$ cat config.mk
export PLATFORM = sky130hd
export DESIGN_NAME = pci_initiator
export DESIGN_NICKNAME = d
export VERILOG_FILES = /design/src/rtl/pci_pkg.sv /design/src/rtl/pci_wbuf.sv /design/src/rtl/pci_initiator.sv
export SDC_FILE = /design/constraint.sdc
export NUM_CORES = 1
export LEC_CHECK = 0
export BUFFER_PORTS_ARGS = -buffer_cell sky130_fd_sc_hd__buf_2
export CAP_MARGIN = 15
export CELL_PAD_IN_SITES_DETAIL_PLACEMENT = 0
export CELL_PAD_IN_SITES_GLOBAL_PLACEMENT = 1
export CORE_AREA = 2 2 119 109
export DETAILED_ROUTE_END_ITERATION = 6
export DIE_AREA = 0 0 121 111
export HOLD_SLACK_MARGIN = 0.02
export PLACE_DENSITY = 0.88
export SLEW_MARGIN = 20
export SYNTH_ARGS = -nofsm -noshare
export SYNTH_HDL_FRONTEND = slang
export SYNTH_SLANG_ARGS = --single-unit
$ cat constraint.sdc
create_clock -name clk -period 3.7 [get_ports clk]
set_input_delay 0.185 -clock clk [delete_from_list [all_inputs] [get_ports clk]]
set_output_delay 0.185 -clock clk [all_outputs]
set_load 0.02 [all_outputs]
$ cat src/rtl/pci_pkg.sv
// ------------------------------------------------------------------
// pci_pkg : shared commands, FSM encoding and byte-enable constants
// Revision 1.0
// ------------------------------------------------------------------
`default_nettype none

package pci_pkg;

  typedef enum logic [3:0] {
    IO_READ   = 4'b0010,
    IO_WRITE  = 4'b0011,
    MEM_READ  = 4'b0110,
    MEM_WRITE = 4'b0111,
    CFG_READ  = 4'b1010,
    CFG_WRITE = 4'b1011
  } pci_cmd_e;

  typedef enum logic [2:0] {
    ST_IDLE  = 3'd0,
    ST_ADDR  = 3'd1,
    ST_DATA  = 3'd2,
    ST_ABORT = 3'd3,
    ST_TURN  = 3'd4
  } init_state_e;

  localparam logic [3:0] BE_ALL  = 4'h0;
  localparam logic [3:0] BE_IDLE = 4'hF;

endpackage

`default_nettype wire

$ cat src/rtl/pci_wbuf.sv
// ------------------------------------------------------------------
// pci_wbuf : one-entry write holding buffer control (data lives on AD_out)
// Revision 1.0
// ------------------------------------------------------------------
`default_nettype none

module pci_wbuf
  import pci_pkg::*;
#(
  parameter int LEN_W = 4
) (
  input  logic             clk,
  input  logic             reset_,
  input  logic             clear,
  input  logic             enable,
  input  logic [LEN_W-1:0] len,
  input  logic             wdata_valid,
  input  logic             cmpl,
  output logic             wdata_ready,
  output logic             load,
  output logic             full_nxt
);

  logic             r_full;
  logic [LEN_W-1:0] r_fetched;

  // A beat may be taken into a slot that is being vacated this clock.
  assign wdata_ready = enable && (r_fetched < len) && (!r_full || cmpl);
  assign load        = wdata_ready && wdata_valid;
  assign full_nxt    = load || (r_full && !cmpl);

  always_ff @(posedge clk or negedge reset_) begin
    if (!reset_) begin
      r_full    <= 1'b0;
      r_fetched <= '0;
    end else if (clear) begin
      r_full    <= 1'b0;
      r_fetched <= '0;
    end else begin
      r_full    <= full_nxt;
      r_fetched <= r_fetched + LEN_W'(load);
    end
  end

endmodule

`default_nettype wire

$ cat src/rtl/pci_initiator.sv
// ------------------------------------------------------------------
// pci_initiator : PCI bus master turning local bursts into PCI phases
// Revision 1.0
// ------------------------------------------------------------------
`default_nettype none

module pci_initiator
  import pci_pkg::*;
#(
  parameter int MAX_BURST      = 8,
  parameter int LEN_W          = 4,
  parameter int DEVSEL_TIMEOUT = 5
) (
  input  logic             clk,
  input  logic             reset_,
  input  logic             GNT_,
  input  logic             req_valid,
  output logic             req_ready,
  input  logic [3:0]       req_cmd,
  input  logic [31:0]      req_addr,
  input  logic [LEN_W-1:0] req_len,
  input  logic [3:0]       req_be,
  input  logic [31:0]      wdata,
  input  logic             wdata_valid,
  output logic             wdata_ready,
  output logic [31:0]      rdata,
  output logic             rdata_valid,
  output logic             done,
  output logic             abort,
  output logic             FRAME_,
  output logic             IRDY_,
  output logic [3:0]       C_BE_,
  output logic [31:0]      AD_out,
  output logic             AD_oe,
  input  logic [31:0]      AD_in,
  input  logic             DEVSEL_,
  input  logic             TRDY_
);

  localparam int               TMO_W = $clog2(DEVSEL_TIMEOUT + 1);
  localparam logic [LEN_W-1:0] c_one = LEN_W'(1);

  init_state_e      r_state;
  logic             r_write;
  logic [3:0]       r_be;
  logic [LEN_W-1:0] r_len;
  logic [LEN_W-1:0] r_remain;
  logic [TMO_W-1:0] r_tmo;
  logic             r_claimed;

  logic             w_accept;
  logic             w_cmpl;
  logic             w_last;
  logic             w_tmo_fire;
  logic             w_load;
  logic             w_full_nxt;
  logic [LEN_W-1:0] w_len_eff;
  logic [LEN_W-1:0] w_remain_nxt;

  assign req_ready = reset_ && (r_state == ST_IDLE) && !GNT_;
  assign w_accept  = req_valid && req_ready;

  // Out-of-range lengths degrade to a single data phase.
  assign w_len_eff = ((req_len == '0) || (req_len > LEN_W'(MAX_BURST))) ? c_one : req_len;

  assign w_cmpl       = (r_state == ST_DATA) && !IRDY_ && !TRDY_;
  assign w_remain_nxt = r_remain - LEN_W'(w_cmpl);
  assign w_last       = w_cmpl && (r_remain == c_one);
  assign w_tmo_fire   = (r_state == ST_DATA) && !r_claimed && DEVSEL_ &&
                        (r_tmo == TMO_W'(DEVSEL_TIMEOUT - 1));

  pci_wbuf #(
    .LEN_W (LEN_W)
  ) u_wbuf (
    .clk         (clk),
    .reset_      (reset_),
    .clear       (w_accept),
    .enable      ((r_state == ST_DATA) && r_write && !w_tmo_fire),
    .len         (r_len),
    .wdata_valid (wdata_valid),
    .cmpl        (w_cmpl),
    .wdata_ready (wdata_ready),
    .load        (w_load),
    .full_nxt    (w_full_nxt)
  );

  always_ff @(posedge clk or negedge reset_) begin
    if (!reset_) begin
      r_state     <= ST_IDLE;
      r_write     <= 1'b0;
      r_be        <= BE_IDLE;
      r_len       <= '0;
      r_remain    <= '0;
      r_tmo       <= '0;
      r_claimed   <= 1'b0;
      FRAME_      <= 1'b1;
      IRDY_       <= 1'b1;
      C_BE_       <= BE_IDLE;
      AD_out      <= '0;
      AD_oe       <= 1'b0;
      rdata       <= '0;
      rdata_valid <= 1'b0;
      done        <= 1'b0;
      abort       <= 1'b0;
    end else begin
      rdata_valid <= 1'b0;
      done        <= 1'b0;
      abort       <= 1'b0;
      case (r_state)
        ST_IDLE: begin
          if (w_accept) begin
            r_state  <= ST_ADDR;
            r_write  <= req_cmd[0];
            r_be     <= req_be;
            r_len    <= w_len_eff;
            r_remain <= w_len_eff;
            FRAME_   <= 1'b0;
            IRDY_    <= 1'b1;
            C_BE_    <= req_cmd;
            AD_out   <= req_addr;
            AD_oe    <= 1'b1;
          end
        end
        ST_ADDR: begin
          r_state   <= ST_DATA;
          C_BE_     <= r_be;
          r_tmo     <= '0;
          r_claimed <= 1'b0;
          // Reads turn the AD bus around and are ready for data at once.
          if (!r_write) begin
            AD_oe  <= 1'b0;
            IRDY_  <= 1'b0;
            FRAME_ <= (r_remain == c_one);
          end
        end
        ST_DATA: begin
          if (!DEVSEL_)
            r_claimed <= 1'b1;
          else if (!r_claimed)
            r_tmo <= r_tmo + TMO_W'(1);
          if (w_cmpl)
            r_remain <= w_remain_nxt;
          if (!r_write && w_cmpl) begin
            rdata       <= AD_in;
            rdata_valid <= 1'b1;
          end
          if (w_load)
            AD_out <= wdata;
          if (w_last) begin
            r_state <= ST_TURN;
            FRAME_  <= 1'b1;
            IRDY_   <= 1'b1;
            AD_oe   <= 1'b0;
            C_BE_   <= BE_IDLE;
            done    <= 1'b1;
          end else if (w_tmo_fire) begin
            r_state <= ST_ABORT;
            FRAME_  <= 1'b1;
            IRDY_   <= 1'b0;
          end else if (r_write) begin
            // FRAME_ may only rise once the final beat is held on the bus.
            IRDY_  <= !w_full_nxt;
            FRAME_ <= w_full_nxt && (w_remain_nxt == c_one);
          end else begin
            IRDY_  <= 1'b0;
            FRAME_ <= (w_remain_nxt == c_one);
          end
        end
        ST_ABORT: begin
          r_state <= ST_TURN;
          FRAME_  <= 1'b1;
          IRDY_   <= 1'b1;
          AD_oe   <= 1'b0;
          C_BE_   <= BE_IDLE;
          abort   <= 1'b1;
        end
        ST_TURN: begin
          r_state <= ST_IDLE;
        end
        default: begin
          r_state <= ST_IDLE;
        end
      endcase
    end
  end

endmodule

`default_nettype wire
==> results.cfg <==
[floorplanning]
rows = 39
die_h_um = 111
dieWidth_um = 121
start_util_pct = 38.0
core_area_um2 = 12300
die_area_um2 = 13400
io_pins = 191

[cells_and_area]
layout-drive-gt1-share_pct = 41.6
nFillCells = 1151
antenna_cells = 0
nets = 756
synthToLayoutAreaGrowth_pct = 30.2
final_core_util_pct = 49.4
multi_input_area_um2 = 2060
final-seq-area_um2 = 2490

[sta]
fin_crit_sh_pct = 68.6
rsz0062_at_grt = false
finalClockSkew_ps = 8.02
clock.fmax_ghz = 0.394
finalCriticalPeriod_ps = 2540
slew_violations = 0
setup_viol = 0
slew_headroom_pct = 43.1
tns_ps = 0
tightestPinTransition_ps = 853
postLayoutSetupSlackWorst_ps = 1160
hold_viol = 0

[min_path]
min_delay_path_depth = 3
min_from = req_be[0]
whs_endpoint = r_be[0]
hold_class = primary input to flop

[placed_design]
numPortBuffers = 190
post-place-ws_ps = 1200
gp_congestion = 0.818
place_hpwl_um = 8260

[yosys]
post-synth-top-count-cell = nand2_1
yosysTopAreaCellShare_pct = 47.5
yosysUniqueCellTypes = 43
synth_nets = 568
syn_inst = 444
synth_enable_flop_cells = 0
yosys_most_used_dff = dfrtp_1
synth-seq-cells = 99
synth.area.top_cells = dfrtp_1 48%, nand2_1 11%, mux2_2 9.9%, mux2_1 6.7%, dfstp_2 5.6%
synth_area_um2 = 4690
yosysTopAreaCell = dfrtp_1
synth.avg_cell_area_um2 = 10.6
synth.yosys.warnings = 0
async_flop_share_pct = 100
seq_area_frac_synth_pct = 53.1
yosys-top-cells-count = 135 x nand2_1, 89 x dfrtp_1, 41 x mux2_2, 28 x mux2_1, 21 x o21ai_0

[detailed_routing]
drt_drc_violations_left = 0
vias_per_cell = 4.81
vias = 3849
drt_wl_total_um = 11100
drt_iter0_drc = 174
wire_per_inst_um = 13.8
antenna_left = 0
firstDrtPassIters = 4

[clocking]
cts_buffers = 9
cts-root-buf = clkbuf_16
cts.clk_slew.worst_paths_ps = 60
cts_tree = yes
htreeDepth = 3
cts.sinks = 99
clkLatencyLatePin_ps = 340
cts_buffer_depth = 2
cts_resized = 0

[pwr]
ir_drop_mv = 0.485
power.density_nw_per_um2 = 829
leakage_uw = 0.00316
power.total_uw = 5060

[worst_setup_path]
rr_worst_depth = 6
r2r-end = AD_out[29]
r2r_start = r_state[2]
crit_required_ps = 3920
worstPathArrival_ps = 2760
r2r_slack_ps = 1220
start_kind = primary input
worstPathMaxFanout = 35
crit_type = primary input to flop
critPathCaptureType = flop

[grt]
grt_start_max_net_pins = 69
track_usage_pct = 16.9
antenna_found_initial = 0
grt_pass1_wl_um = 18100
grt_pass1_vias = 3800
grt_remaining_overflow = 0

[flow_run]
cap_violations = 0

[run_status]
status = complete, no violations
[layout make-up]
class	instances	share of cell area [%]
clock buffers	14	4.16
multi-input cells	314	33.7
flip-flops and latches	99	40.8
clock inverters	2	0.574
repair buffers	198	16.7
well taps	164	3.36
inverters	10	0.615
[through the flow]
| step | hold WS [ps] | cell area [µm²] | instances |
|---|---|---|---|
| after CTS | 21.2 | 6100 | 801 |
| final | 35.3 | 6100 | 801 |
| after detailed placement | 149 | 5780 | 782 |
| after global placement | 136 | 5780 | 782 |
| after global routing | 30.5 | 6100 | 801 |
| after floorplan | -111 | 4690 | 444 |
[power breakdown]
group	switching (µW)	leakage [µW]	internal, µW
Combinational	1320	0.00182	907
Clock	373	0.000141	542
Sequential	295	0.00121	1620
Total	1990	0.00316	3070
[registers in the layout, indices dropped and copies added, names as in the netlist, 3 cells and up]
register / cells
r_be: 4
r_state: 3
AD_out: 32
r_tmo: 3
rdata: 32
r_remain: 4
u_wbuf.r_fetched: 4
C_BE_: 4
r_len: 4
[placed cells by master, fill, tap and decap left out, drive strengths merged, types with 4 or more instances in the layout]
cell type / instances
buf: 195
nand2: 135
dfrtp: 89
mux2: 69
o21ai: 23
nor2: 17
clkbuf: 14
dfstp: 10
inv: 10
ha: 9
and2: 5
a21oi: 5
nand2b: 4
nor2b: 4
xor2: 4
nand3b: 4
[kinds of logic (layout without fill, tap and decap cells)]
logic type | count (synthesis) | after routing | share of synthesized area [%]
XOR/XNOR | 6 | 6 | 1.12
flip-flops | 99 | 99 | 53.1
AND/OR/NAND/NOR | 187 | 187 | 17.8
multiplexers | 72 | 72 | 17.2
AO/OA/AOI/OAI | 40 | 40 | 5.21
adder cells (fa/ha/maj) | 9 | 9 | 2.40
buffers and inverters | 31 | 224 | 3.10
[timing repair]
| item | CTS | global route |
|---|---|---|
| hold buffers | 3 | 0 |
| setup buffers | 0 | 0 |
| hold endpoints to repair | 33 | 0 |
[worst max path at each step]
stage	end	slack, ps	cells after the start	from
6_report	AD_out[29]	1160	7	reset_
5_1_grt	AD_out[27]	930	7	reset_
4_1_cts	AD_out[29]	1100	7	reset_
3_5_place_dp	AD_out[29]	1200	6	r_state[2]
3_3_place_gp	AD_out[0]	1300	6	r_state[2]
2_1_floorplan	FRAME_	1540	10	r_state[2]
[critical path: stages]
cell and delay (ps):
dlygate4sd3_1 530, buf_4 370, and4bb_2 340, nand2_1 360
o21ai_4 160, buf_4 400, mux2_2 390
[layer usage]
layer	GRT usage (%)	share of wire, %
met1	20.5	42
met3	5.97	8.5
met5	0	0
met4	5.89	1.8
met2	27.8	48
(Power assumes the default switching activity.)
